## config.mk

```make
export PLATFORM = sky130hd
export DESIGN_NAME = gpio_in_cond
export DESIGN_NICKNAME = d
export VERILOG_FILES = /design/src/rtl/gpio_in_cond_pkg.sv /design/src/rtl/gpio_in_cond_bit.sv /design/src/rtl/gpio_in_cond.sv
export SDC_FILE = /design/constraint.sdc
export NUM_CORES = 1
export LEC_CHECK = 0
export ABC_AREA = 1
export BUFFER_PORTS_ARGS = -buffer_cell sky130_fd_sc_hd__buf_2
export CAP_MARGIN = 20
export CORE_MARGIN = 5
export CORE_UTILIZATION = 53
export CTS_CLUSTER_SIZE = 10
export DETAILED_ROUTE_END_ITERATION = 10
export GPL_TIMING_DRIVEN = 0
export HOLD_SLACK_MARGIN = 0.08
export PLACE_DENSITY = 0.75
export SYNTH_ARGS = -nofsm -noshare
export SYNTH_HDL_FRONTEND = slang
export SYNTH_SLANG_ARGS = --single-unit
```

## constraint.sdc

```tcl
create_clock -name clk_i -period 1.3 [get_ports clk_i]
set_input_delay 0.13 -clock clk_i [delete_from_list [all_inputs] [get_ports clk_i]]
set_output_delay 0.13 -clock clk_i [all_outputs]
set_load 0.05 [all_outputs]
```

## src/rtl/gpio_in_cond_pkg.sv

```systemverilog
// Shared GPIO constants and the per-bit event record handed to the
// register/interrupt block.
package gpio_in_cond_pkg;

  localparam int unsigned GPIO_WIDTH       = 32;
  localparam int unsigned GPIO_FILT_CNT_W  = 4;
  localparam int unsigned GPIO_SYNC_STAGES = 2;

  typedef struct packed {
    logic level;
    logic rise;
    logic fall;
  } gpio_in_evt_t;

endpackage

```

## src/rtl/gpio_in_cond_bit.sv

```systemverilog
// Single-bit conditioning: synchroniser, optional stability filter and
// registered rise/fall event pulses.
module gpio_in_cond_bit
  import gpio_in_cond_pkg::*;
#(
  parameter int unsigned CntWidth   = GPIO_FILT_CNT_W,
  parameter int unsigned SyncStages = GPIO_SYNC_STAGES
) (
  input  logic                clk_i,
  input  logic                rst_ni,
  input  logic                gpio_i,
  input  logic                filter_en_i,
  input  logic [CntWidth-1:0] thresh_i,
  output logic                sync_o,
  output gpio_in_evt_t        evt_o
);

  logic [SyncStages-1:0] sync_q;
  logic                  sync;
  logic                  prev_q;
  logic [CntWidth-1:0]   cnt_q, cnt_d;
  logic                  stored_q, stored_d;
  logic                  rise_q, fall_q;

  assign sync = sync_q[SyncStages-1];

  always_comb begin
    cnt_d    = '0;
    stored_d = sync;
    if (filter_en_i) begin
      // cnt_q counts consecutive samples where the level matched prev_q;
      // once it reaches the threshold prev_q is trusted as the new level.
      if (sync != prev_q) begin
        cnt_d = '0;
      end else if (cnt_q != '1) begin
        cnt_d = cnt_q + CntWidth'(1);
      end else begin
        cnt_d = cnt_q;
      end
      stored_d = (cnt_q >= thresh_i) ? prev_q : stored_q;
    end
  end

  always_ff @(posedge clk_i or negedge rst_ni) begin
    if (!rst_ni) begin
      sync_q   <= '0;
      prev_q   <= 1'b0;
      cnt_q    <= '0;
      stored_q <= 1'b0;
      rise_q   <= 1'b0;
      fall_q   <= 1'b0;
    end else begin
      sync_q   <= {sync_q[SyncStages-2:0], gpio_i};
      prev_q   <= sync;
      cnt_q    <= cnt_d;
      stored_q <= stored_d;
      rise_q   <= ~stored_q & stored_d;
      fall_q   <= stored_q & ~stored_d;
    end
  end

  assign sync_o      = sync;
  assign evt_o.level = stored_q;
  assign evt_o.rise  = rise_q;
  assign evt_o.fall  = fall_q;

endmodule

```

## src/rtl/gpio_in_cond.sv

```systemverilog
// GPIO input conditioning: one independent conditioning slice per pad bit,
// sharing only the stability threshold.
module gpio_in_cond
  import gpio_in_cond_pkg::*;
#(
  parameter int unsigned Width      = GPIO_WIDTH,
  parameter int unsigned CntWidth   = GPIO_FILT_CNT_W,
  parameter int unsigned SyncStages = GPIO_SYNC_STAGES
) (
  input  logic                clk_i,
  input  logic                rst_ni,
  input  logic [Width-1:0]    gpio_i,
  input  logic [Width-1:0]    filter_en_i,
  input  logic [CntWidth-1:0] thresh_i,
  output logic [Width-1:0]    gpio_sync_o,
  output logic [Width-1:0]    gpio_filt_o,
  output logic [Width-1:0]    rise_o,
  output logic [Width-1:0]    fall_o
);

  gpio_in_evt_t evt [Width];

  for (genvar i = 0; i < int'(Width); i++) begin : g_bit
    gpio_in_cond_bit #(
      .CntWidth   (CntWidth),
      .SyncStages (SyncStages)
    ) u_bit (
      .clk_i       (clk_i),
      .rst_ni      (rst_ni),
      .gpio_i      (gpio_i[i]),
      .filter_en_i (filter_en_i[i]),
      .thresh_i    (thresh_i),
      .sync_o      (gpio_sync_o[i]),
      .evt_o       (evt[i])
    );

    assign gpio_filt_o[i] = evt[i].level;
    assign rise_o[i]      = evt[i].rise;
    assign fall_o[i]      = evt[i].fall;
  end

endmodule

```

# [Word-level counts from Yosys, hierarchy flattened]
# Index checks and enable logic that the tools add are counted.
[op_classes] n_addsub=32 n_lt_le_gt_ge=32 eq_ne=96 mux=160 bitwise_logic=128
[op_table] cell="$mux W4" count=96
[op_table] cell="$add A4 B1 Y4 const B" count=32
[op_table] cell="$ge A4 B4 Y1" count=32
[op_table] cell="$ne A4 B4 Y1 const B" count=32
[op_table] cell="$ne A3 B1 Y1 const B" count=32
[op_table] cell="$and A1 B1 Y1" count=64
[op_table] cell="$mux W1" count=64
[op_table] cell="$not A1 Y1" count=64
[op_table] cell="$ne A1 B1 Y1" count=32
[word_totals] regBits=320 input_bits=70 out_inout_bits=128 elab_cells=640

# [Logic depth before layout (Yosys ltp)]
# Gate-level depths: netlist (run 1).
[depth] word_depth=5 mapped_depth=11 mapped_depth_nobuf=11

# [Modules after synthesis]
# Synthesis (run 1) repeated with hierarchy kept, for this count alone.
[hier_totals] cells_unflattened=1952 area_unflattened_um2=17016.3
[modules_own_cells] module="gpio_in_cond_bit" n_inst=32 cells_each=61 area_per_inst_um2=531.8 seq_area_each_um2=250.2

# [Worst setup path after synthesis (run 1)]
# No wires, ideal clock.
[synth_timing] kind="input -> register" startpoint="input port thresh_i[3]" endpoint="register g_bit[3].u_bit.fall_q" setup_ns=0.115 t_arrival_ns=1.562 t_required_ns=1.185 path_slack_ns=-0.377 cell_stages=8 path_buffers=0 cell_sequence="inv_1 > ha_1 > a21oi_1 > nand3_1 > nand2_1 > nand3_1 > nand2_1 > nor2_1"
[synth_via] elab_chain_len=5
[synth_lines] item="start, declared" line="gpio_in_cond.sv:14" source="input logic [CntWidth-1:0] thresh_i,"
[synth_lines] item="$ge A4 B4 Y1" line="gpio_in_cond_bit.sv:40" source="stored_d = (cnt_q >= thresh_i) ? prev_q : stored_q;"
[synth_lines] item="$mux W1" line="gpio_in_cond_bit.sv:40"
[synth_lines] item="$mux W1" line="gpio_in_cond_bit.sv:30" source="if (filter_en_i) begin"
[synth_lines] item="via g_bit[3].u_bit.stored_d" line="gpio_in_cond_bit.sv:22" source="logic stored_q, stored_d;"
[synth_lines] item="$not A1 Y1" line="gpio_in_cond_bit.sv:58" source="fall_q <= stored_q & ~stored_d;"
[synth_lines] item="$and A1 B1 Y1" line="gpio_in_cond_bit.sv:58"
[synth_lines] item="end signal, assigned" line="gpio_in_cond_bit.sv:58"
[synth_lines] item="end, declared" line="gpio_in_cond_bit.sv:23" source="logic rise_q, fall_q;"
# The timed path passes the listed nets, and every way through them passes these cells.
# A chain may end at the register's enable or synchronous reset.

# [Final worst setup path (run 1)]
[layout_timing] startpoint="register g_bit[23].u_bit.cnt_q[0]" endpoint="register g_bit[23].u_bit.fall_q"
[layout_via] elab_chain_len=5
[layout_lines] item="start, declared" line="gpio_in_cond_bit.sv:21" source="logic [CntWidth-1:0] cnt_q, cnt_d;"
[layout_lines] item="start signal, assigned" line="gpio_in_cond_bit.sv:55" source="cnt_q <= cnt_d;"
[layout_lines] item="$ge A4 B4 Y1" line="gpio_in_cond_bit.sv:40"
[layout_lines] item="$mux W1" line="gpio_in_cond_bit.sv:40"
[layout_lines] item="$mux W1" line="gpio_in_cond_bit.sv:30"
[layout_lines] item="via g_bit[23].u_bit.stored_d" line="gpio_in_cond_bit.sv:22"
[layout_lines] item="$not A1 Y1" line="gpio_in_cond_bit.sv:58"
[layout_lines] item="$and A1 B1 Y1" line="gpio_in_cond_bit.sv:58"
[layout_lines] item="end signal, assigned" line="gpio_in_cond_bit.sv:58"
[layout_lines] item="end, declared" line="gpio_in_cond_bit.sv:23"
# The timed path passes the listed nets, and every way through them passes these cells.

==> out/metrics.yaml, run 1 <==
drive_gt1_frac: 0.465
yosysSeqAreaShare: 0.476
max_clock_freq_mhz: 669
synth_top_area_cell: "dfrtp_1"
critPathLaunchType: "flop"
clock_latency_ns: 0.51
clk_pin_slew_worst_paths_ns: 0.06
end_kind: "flop"
syn_nets: 2166
via_count: 14850
ys_ff_latch: 320
rsz0062_at_grt: "true"
violations: "negative hold slack, negative setup slack"
routed_via_density: 5.31
ir_drop_mv: 0.948
startpoint: "g_bit[23].u_bit.cnt_q[0]"
drtIter0Drc: 700
firstDrtPassIters: 5
synth_edf_count: 0
routed_wl_mm: 48.4
power_uw: 28300
grt_overflow_total: 0
synth_top_family_by_area: "simple AND/OR/NAND/NOR gates"
cp_max_fo: 2
grt_pass1_vias: 15065
yosys_warnings: 0
leakage_uw: 0.0127
cts.path.max_buffers: 3
start_util: 0.535
required_ns: 1.74
antenna_found_initial: 0
slew_headroom: 0.436
drc: 0
synthTopCellsByCount: "nand2_1 (361), inv_1 (339), dfrtp_1 (320)"
status: "finished with violations"
layout_setup_ws_ns: -0.194
die_width_um: 188
synth-xor-area-share: 0.0156
p_per_area_mw_per_mm2: 1120
synthMuxAreaShare: 0
grt_max_degree: 125
netlist_area_mm2: 0.0168
place_area_mm2: 0.0184
port_buffers: 197
reg2reg_slack_ns: -0.19
rows: 65
dp_hpwl_mm: 22.4
period_minus_slack_ns: 1.49
cap_violations: 0
gp_congestion: 0.780
tightestPinTransition_ns: 0.846
cts-root-buf: "clkbuf_16"
synth.most_common_cell: "nand2_1"
fin_skew_ns: 0.0108
ys_types: 22
synth-main-ff-cell: "dfrtp_1"
synth_fa_ha_area_frac: 0.119
die_h_um: 188
finalNetCount: 2611
hp-class: "in2async"
synth_top_area_frac: 0.476
r2r_cells: 9
final_antenna_net_count: 0
groute.usage.overall: 0.233
core_mm2: 0.0314
r2r-start: "g_bit[23].u_bit.cnt_q[0]"
ios: 198
yosys.area_share.simple: 0.166
cts_inserted_buffers: 39
worst_ep_arrival_time_ns: 1.94
async_reset_ff_frac: 1.00
holdWs_ns: -0.308
drt-wirelength-per-cell_um: 17.3
clock-sinks: 320
timing.final.crit_share: 1.15
synthCells: 1936
area_growth_pct: 50.4
fp.dieArea_mm2: 0.0354
cts_tree: "done"
dp.cells: 2537
hold_buffers: 64
setup_tns_ns: -4.92
grt_pass1_wl_mm: 69.2
finalSetupViolCount: 89
rr_endpoint: "g_bit[23].u_bit.fall_q"
synth.area.top_cells: "dfrtp_1 (48%), ha_1 (12%), nand2_1 (8.1%)"
final_hold_viol_count: 103
layoutNonFillerInstCount: 2796
crit_type: "reg2reg"
final_area_mm2: 0.0253
synth_area_per_cell_um2: 8.68
drv_slew: 0
synth_compound_area_frac: 0.0816
antenna_cells: 0
ctsHtreeMaxLevel: 2
## cell families after synthesis
group,after synthesis
xor+xnor,30
simple gates,682
flops,320
compound gates,242
fa+ha+maj,160
buf+inv,502
## registers in the layout (all words and copies together), names as in the netlist
| name | cells |
|---|---|
| g_bit.u_bit.prev_q | 32 |
| g_bit.u_bit.stored_q | 32 |
| g_bit.u_bit.sync_q | 64 |
| g_bit.u_bit.rise_q | 32 |
| g_bit.u_bit.cnt_q | 128 |
| g_bit.u_bit.fall_q | 32 |
## layer usage
metal | GRT usage | routed length (um)
met1 | 0.267 | 17800
met2 | 0.436 | 26500
met3 | 0.0354 | 1990
met4 | 0.0870 | 2180
met5 | 0 | 0
## timing repair
action	in CTS	in global routing
endpoints found under the hold margin	354	103
setup endpoints to repair	224	222
resized for setup	479	546
setup buffers	199	51
pin swaps	50	224
gates cloned	3	0
## critical path: stages (launching register included)
cell     delay (ns)
dfrtp_1        0.40
inv_2          0.06
ha_2           0.27
nand2_1        0.08
inv_1          0.05
nand2_2        0.08
nand4_1        0.16
nand3_2        0.14
nand2_2        0.09
nor2_2         0.10
## how the worst max path moves through the flow
stage                                         to  slack (ns)
after floorplan            g_bit[3].u_bit.fall_q       -0.25
after global placement    g_bit[16].u_bit.fall_q       -5.88
after detailed placement   g_bit[9].u_bit.fall_q       -1.18
after CTS                 g_bit[20].u_bit.fall_q       -0.06
after global routing      g_bit[23].u_bit.fall_q       -0.29
final                     g_bit[23].u_bit.fall_q       -0.19
## power breakdown
group / internal [uW] / leakage (uW) / switching, uW
Combinational: 2980 / 0.00807 / 4130
Sequential: 10600 / 0.00408 / 527
Clock: 6060 / 0.000558 / 3990
## per-stage QoR
step | util | setup slack [ns]
after floorplan | - | -0.248
after detailed placement | 0.585 | -1.18
after CTS | 0.738 | -0.0622
final | 0.805 | -0.194
after global routing | 0.805 | -0.289
after global placement | 0.583 | -5.88
## placed cells by master (no fill, tap or decap), types with 17 or more instances in the layout
cell type,netlist,final
o21ai_2,0,19
nor2_2,1,49
inv_1,339,295
nand3_2,1,64
buf_6,0,40
nand2_2,0,178
dlygate4sd3_1,0,64
o21bai_1,20,20
dfrtp_1,320,318
a211oi_1,40,26
a21oi_1,123,57
nand2_1,361,177
nand3_1,105,39
o21ai_1,9,17
ha_4,0,91
buf_4,128,240
inv_2,35,76
xor2_1,30,29
ha_1,160,57
buf_8,0,112
a21oi_2,0,58
nor2_1,168,108
clkbuf_16,0,41
nand4_1,32,32
o21ai_0,46,19
buf_2,0,67
## layout make-up
type	count	area [um2]
Buffer	19	154
Clock buffer	53	1110
Clock inverter	1	30.0
Fill cell	1582	6110
Inverter	374	1420
Multi-Input combinational cell	1114	9150
Sequential cell	320	8010
Tap cell	402	503
Timing Repair Buffer	510	4890
Timing Repair inverter	3	22.5
No activity file was read; power rests on OpenSTA's default activity.
==> inputs of run 2 (changes only) <==
--- a/config.mk
+++ b/config.mk
@@ -8,8 +8,10 @@
 export ABC_AREA = 1
 export BUFFER_PORTS_ARGS = -buffer_cell sky130_fd_sc_hd__buf_2
 export CAP_MARGIN = 20
+export CELL_PAD_IN_SITES_DETAIL_PLACEMENT = 2
+export CELL_PAD_IN_SITES_GLOBAL_PLACEMENT = 2
 export CORE_MARGIN = 5
-export CORE_UTILIZATION = 53
+export CORE_UTILIZATION = 32
 export CTS_CLUSTER_SIZE = 10
 export DETAILED_ROUTE_END_ITERATION = 10
 export GPL_TIMING_DRIVEN = 0
==> run 2 against run 1 <==
Effect of this change:
- the flow still finishes with violations (negative hold slack, negative setup slack)
- hold slack got worse by 0.15 ns
- clock skew grew 0.0070 ns
- global-route usage shrank 2.3 points
- largest power group is now the clock network
- flip-flop and latch count did not move
- setup slack got worse by 0.15 ns
- routed wire length rose by 59%
==> out/metrics.yaml, run 2 (same netlist as run 1, synthesis figures left out) <==
timing.final.crit_share: 1.26  # +0.114
routed_wl_mm: 76.8  # +59%
period_minus_slack_ns: 1.64  # +0.148 ns
grt_max_degree: 116  # -7.2%
power_uw: 31600  # +11%
port_buffers: 197  # unchanged
largest_register_ffs: 128  # unchanged
p_per_area_mw_per_mm2: 1160  # +3.2%
ios: 198  # unchanged
routed_via_density: 4.96  # -6.5%
rsz0062_at_grt: "true"
mostFrequentLayoutCell: "dfrtp_1"
groute.usage.overall: 0.209  # -0.0233
hp-class: "in2async"
seq_area_mm2: 0.00803  # +0.23%
crit_chain: "inv_1 > ha_1 > nand2_1 > inv_1 > nand2_2 > nand3_2 > nand2_2 > nand3_4 > a21oi_2"
end_kind: "flop"
cts-root-buf: "clkbuf_16"
tightestPinTransition_ns: 0.692  # -0.154 ns
die_width_um: 239  # +27%
ir_drop_mv: 0.847  # -11%
firstDrtPassIters: 4  # -1
final_hold_viol_count: 72  # -30%
layout_setup_ws_ns: -0.342  # -0.148 ns
grt_pass1_vias: 17969  # +19%
required_ns: 1.77  # +0.03 ns
finalNetCount: 2640  # +1.1%
drive_gt1_frac: 0.539  # +0.0740
clock_latency_ns: 0.56  # +0.05 ns
ctsHtreeMaxLevel: 2  # unchanged
drv_slew: 0  # unchanged
drtIter0Drc: 439  # -37%
die_h_um: 239  # +27%
worst_ep_arrival_time_ns: 2.11  # +0.17 ns
final_cell_mix: "dfrtp_1 (303), inv_1 (259), buf_4 (238)"
finalSetupViolCount: 169  # +90%
crit_type: "reg2reg"
slowest_delay_ns: 0.38  # -0.02 ns
critPathLaunchType: "flop"
cap_violations: 0  # unchanged
via_count: 15534  # +4.6%
slew_headroom: 0.539  # +0.103
regMostFlops: "g_bit.u_bit.cnt_q"
reg_top3: "g_bit.u_bit.cnt_q x128, g_bit.u_bit.sync_q x64"
fp.dieArea_mm2: 0.0572  # +62%
cts_inserted_buffers: 43  # +10%
clk_pin_slew_worst_paths_ns: 0.06  # about the same
cts.path.max_buffers: 3  # unchanged
gp_congestion: 0.728  # -6.6%
final_antenna_net_count: 0  # unchanged
violations: "negative hold slack, negative setup slack"
multi_input_area_mm2: 0.0101  # +10%
cp_max_fo: 2  # unchanged
core_mm2: 0.0523  # +67%
leakage_uw: 0.0133  # +5.1%
area_growth_pct: 62.5
holdWs_ns: -0.461  # -0.153 ns
clock-sinks: 320  # unchanged
utilization: 0.522  # -0.284
fin_skew_ns: 0.0178  # +0.00703 ns
rows: 84  # +29%
antenna_found_initial: 3  # +3
dp_hpwl_mm: 33.1  # +48%
drt-wirelength-per-cell_um: 24.6  # +42%
nFillCells: 5146  # +230%
hold_buffers: 64  # unchanged
cts_tree: "done"
start_util: 0.321  # -0.214
grt_overflow_total: 0  # unchanged
slowest_stage: "dfrtp_1"
max_clock_freq_mhz: 609  # -9.0%
setup_tns_ns: -16.91  # -11.99 ns
status: "finished with violations"
grt_pass1_wl_mm: 96.1  # +39%
drc: 0  # unchanged
==> run 2: cell types whose count changed in the layout (fill, tap and decap cells not counted), moves of 13 or more <==
cell,change
dfrtp_1,-15
ha_4,+25
nand2_4,+38
nor2_4,+13
nand2_1,-36
dfrtp_2,+15
inv_1,-36
a21oi_1,-14
ha_1,-20
nor2_1,-15
inv_2,+24
==> run 2: final timing paths <==
kind                                      startpoint                         to  slack, ns  cells after the start
max reg2reg                 g_bit[15].u_bit.cnt_q[0]     g_bit[15].u_bit.rise_q      -0.34                      9
min                                           rst_ni   g_bit[16].u_bit.cnt_q[1]      -0.46                      1
min reg2reg                g_bit[21].u_bit.sync_q[0]  g_bit[21].u_bit.sync_q[1]       0.35                      0
max in group asynchronous                     rst_ni    g_bit[3].u_bit.cnt_q[3]       0.55                      3
min in group clk_i                        gpio_i[20]  g_bit[20].u_bit.sync_q[0]       0.21                      2
max                         g_bit[15].u_bit.cnt_q[0]     g_bit[15].u_bit.rise_q      -0.34                      9
==> run 2: timing repair <==
action	in CTS	in global routing
resized for setup	702	622
setup endpoints to repair	232	275
cloned	0	0
endpoints found under the hold margin	383	78
pin swaps	122	306
setup buffers	200	80
==> run 2: per-stage QoR <==
stage               cells  setup slack (ns)  hold slack (ns)  area (um2)
floorplan            1936            -0.248           -0.166       16800
global placement     2821             -6.48            0.237       18700
detailed placement   2828            -0.915            0.131       18800
CTS                  3055            -0.125           -0.476       24400
global route         3128            -0.339           -0.439       27300
finish               3129            -0.342           -0.461       27300
==> run 2: cell type report <==
cell class	count	area share
Buffer	15	0.00619
Clock buffer	65	0.0488
Sequential cell	320	0.294
Multi-Input combinational cell	1114	0.369
Timing Repair Buffer	542	0.194
Antenna cell	3	0.000275
Tap cell	688	0.0315
Inverter	374	0.0530
Clock inverter	8	0.00247
==> run 2: power breakdown <==
part	internal (uW)	total (uW)	switching, uW
clock network	7210	12100	4930
logic	3310	8170	4850
registers	10600	11300	629
==> run 2: metal layers <==
layer	vias up	wire length, um	track usage
li1	7002	-	-
met1	7928	25900	0.209
met2	367	44900	0.434
met3	237	2240	0.0321
met4	0	3850	0.0683
met5	-	0	0
==> run 2: worst max-delay path, delay by kind of cell, from the launching register on <==
| kind | cells | cell delay (ns) |
|---|---|---|
| buf+inv | 2 | 0.16 |
| compound gates | 1 | 0.16 |
| fa+ha+maj | 1 | 0.34 |
| simple gates | 5 | 0.52 |
| flops | 1 | 0.38 |
==> inputs of run 3 (changes only) <==
--- a/config.mk
+++ b/config.mk
@@ -11,12 +11,12 @@
 export CELL_PAD_IN_SITES_DETAIL_PLACEMENT = 2
 export CELL_PAD_IN_SITES_GLOBAL_PLACEMENT = 2
 export CORE_MARGIN = 5
-export CORE_UTILIZATION = 32
+export CORE_UTILIZATION = 39
 export CTS_CLUSTER_SIZE = 10
 export DETAILED_ROUTE_END_ITERATION = 10
 export GPL_TIMING_DRIVEN = 0
 export HOLD_SLACK_MARGIN = 0.08
-export PLACE_DENSITY = 0.75
+export PLACE_DENSITY_LB_ADDON = 0.1
 export SYNTH_ARGS = -nofsm -noshare
 export SYNTH_HDL_FRONTEND = slang
 export SYNTH_SLANG_ARGS = --single-unit
==> constraint.sdc (replaced) <==
create_clock -name clk_i -period 2.1 [get_ports clk_i]
set_input_delay 0.21 -clock clk_i [delete_from_list [all_inputs] [get_ports clk_i]]
set_output_delay 0.21 -clock clk_i [all_outputs]
set_load 0.05 [all_outputs]
==> run 3 against run 2 <==
Effect of this change:
- sequential power fell by 39%
- setup slack gained 0.81 ns
- first-iteration DRC count down 12%
- count of clock-buffer cells in the layout decreased by 9
- power decreased by 48%
- largest power group is now sequential cells
- critical path depth decreased by 7
- clock skew shrank 0.0072 ns
- the flow now finishes without violations
==> out/metrics.yaml, run 3 (same netlist as run 1, synthesis figures left out) <==
status: "finished, final reports clean"
fp.dieArea_mm2: 0.0473  # -17%
period_minus_slack_ns: 1.63
nFillCells: 4749  # -7.7%
place_area_mm2: 0.0187  # -0.89%
final_hold_viol_count: 0  # -100%
rows: 76  # -9.5%
ctsHtreeMaxLevel: 2  # unchanged
multi_input_area_mm2: 0.00643  # -36%
final_area_mm2: 0.0205  # -25%
setup_tns_ns: 0  # +16.91 ns
critical-path-top-delay-family: "flip-flops"
end_kind: "primary output"
final_antenna_net_count: 0  # unchanged
grt_pass1_wl_mm: 80.2  # -17%
hp-class: "in2reg"
drtIter0Drc: 385  # -12%
die_h_um: 218  # -9.0%
holdWs_ns: 0.298  # +0.759 ns
mostFrequentLayoutCell: "nand2_1"
fin_skew_ns: 0.0106  # -0.00723 ns
ios: 198  # unchanged
clock_latency_ns: 0.55  # about the same
grt_max_degree: 116  # unchanged
postCtsSetupBuffers: 0  # -100%
regMostFlops: "g_bit.u_bit.cnt_q"
dp.cells: 2724  # -3.7%
clock-sinks: 320  # unchanged
rsz0062_at_grt: "false"
drive_gt1_frac: 0.186  # -0.353
antenna_cells: 0  # -3
groute.usage.overall: 0.204  # -0.00536
gp_congestion: 0.729  # +0.15%
cts_inserted_buffers: 40  # -7.0%
grt_pass1_vias: 16160  # -10%
dp_hpwl_mm: 33.4  # +1.1%
timing.final.crit_share: 0.777
seq_area_mm2: 0.00801  # -0.26%
port_buffers: 197  # unchanged
cts.path.max_buffers: 3  # unchanged
drt-wirelength-per-cell_um: 16.6  # -32%
worst_ep_arrival_time_ns: 1.42  # -0.69 ns
die_width_um: 218  # -9.0%
slowest_delay_ns: 0.48  # +0.10 ns
clk_pin_slew_worst_paths_ns: 0.05  # about the same
largest_register_ffs: 128  # unchanged
cts_tree: "done"
required_ns: 1.89  # +0.12 ns
ir_drop_mv: 0.570  # -33%
routed_via_density: 4.83  # -2.7%
via_count: 13760  # -11%
leakage_uw: 0.0113  # -16%
p_per_area_mw_per_mm2: 801  # -31%
start_util: 0.392  # +0.0708
drv_slew: 0  # unchanged
cts-root-buf: "clkbuf_16"
slowest_stage: "dfrtp_1"
core_mm2: 0.0429  # -18%
tightestPinTransition_ns: 0.871  # +0.179 ns
crit_chain: "buf_4 > buf_2"
firstDrtPassIters: 4  # unchanged
layoutNonFillerInstCount: 2848  # -9.0%
finalSetupViolCount: 0  # -100%
finalNetCount: 2476  # -6.2%
cp_max_fo: 4  # +2
max_clock_freq_mhz: 613
crit_buf_inv: 2  # unchanged
slew_headroom: 0.420  # -0.119
reg_top3: "g_bit.u_bit.cnt_q x128, g_bit.u_bit.sync_q x64"
cap_violations: 0  # unchanged
routed_wl_mm: 47.3  # -38%
critPathLaunchType: "flop"
final_cell_mix: "nand2_1 (361), inv_1 (336), dfrtp_1 (320)"
drc: 0  # unchanged
crit_type: "reg2out"
antenna_found_initial: 0  # -3
grt_overflow_total: 0  # unchanged
area_growth_pct: 21.8
run 3: worst paths after layout:
kind / startpoint / endpoint / slack (ns) / cells past startpoint
max: g_bit[9].u_bit.sync_q[1] / gpio_sync_o[9] / 0.47 / 2
max in group asynchronous: rst_ni / g_bit[30].u_bit.sync_q[1] / 0.62 / 3
min reg2reg: g_bit[24].u_bit.sync_q[0] / g_bit[24].u_bit.sync_q[1] / 0.34 / 0
min: gpio_i[21] / g_bit[21].u_bit.sync_q[0] / 0.30 / 2
min in group asynchronous: rst_ni / g_bit[18].u_bit.rise_q / 0.36 / 2
max reg2reg: g_bit[28].u_bit.cnt_q[3] / g_bit[28].u_bit.fall_q / 0.52 / 7
run 3: report_power, final:
part / switching, uW / leakage, uW / internal (uW)
combinational: 2120 / 0.00661 / 1060
clock: 2620 / 0.000571 / 3730
sequential: 307 / 0.00408 / 6570
total: 5040 / 0.0113 / 11400
run 3: what timing repair did:
| action | CTS | global route |
|---|---|---|
| hold buffers | 65 | 0 |
| hold endpoints to repair | 305 | 0 |
| gates resized for setup | 0 | 0 |
run 3: stage by stage:
step	worst slack, ns	power, uW	util
floorplan	0.343	9110	-
global route	0.390	17300	0.477
global placement	-5.61	9870	0.432
detailed placement	0.0697	10100	0.435
finish	0.469	16400	0.477
CTS	0.419	16700	0.477
run 3: layout make-up:
| type | instances | share of cell area |
|---|---|---|
| buffer | 128 | 0.0469 |
| tap | 585 | 0.0357 |
| multi-input combinational | 1114 | 0.314 |
| clock buffer | 56 | 0.0558 |
| sequential | 320 | 0.391 |
| inverter | 374 | 0.0686 |
| timing repair buffer | 268 | 0.0870 |
| clock inverter | 3 | 0.000733 |
run 3: routing by layer:
metal	routed length [um]	vias to the layer above	global-route usage
met5	0	-	0
met4	1140	0	0.0569
met3	1330	76	0.0283
met2	26200	149	0.406
met1	18600	6901	0.224
li1	-	6634	-
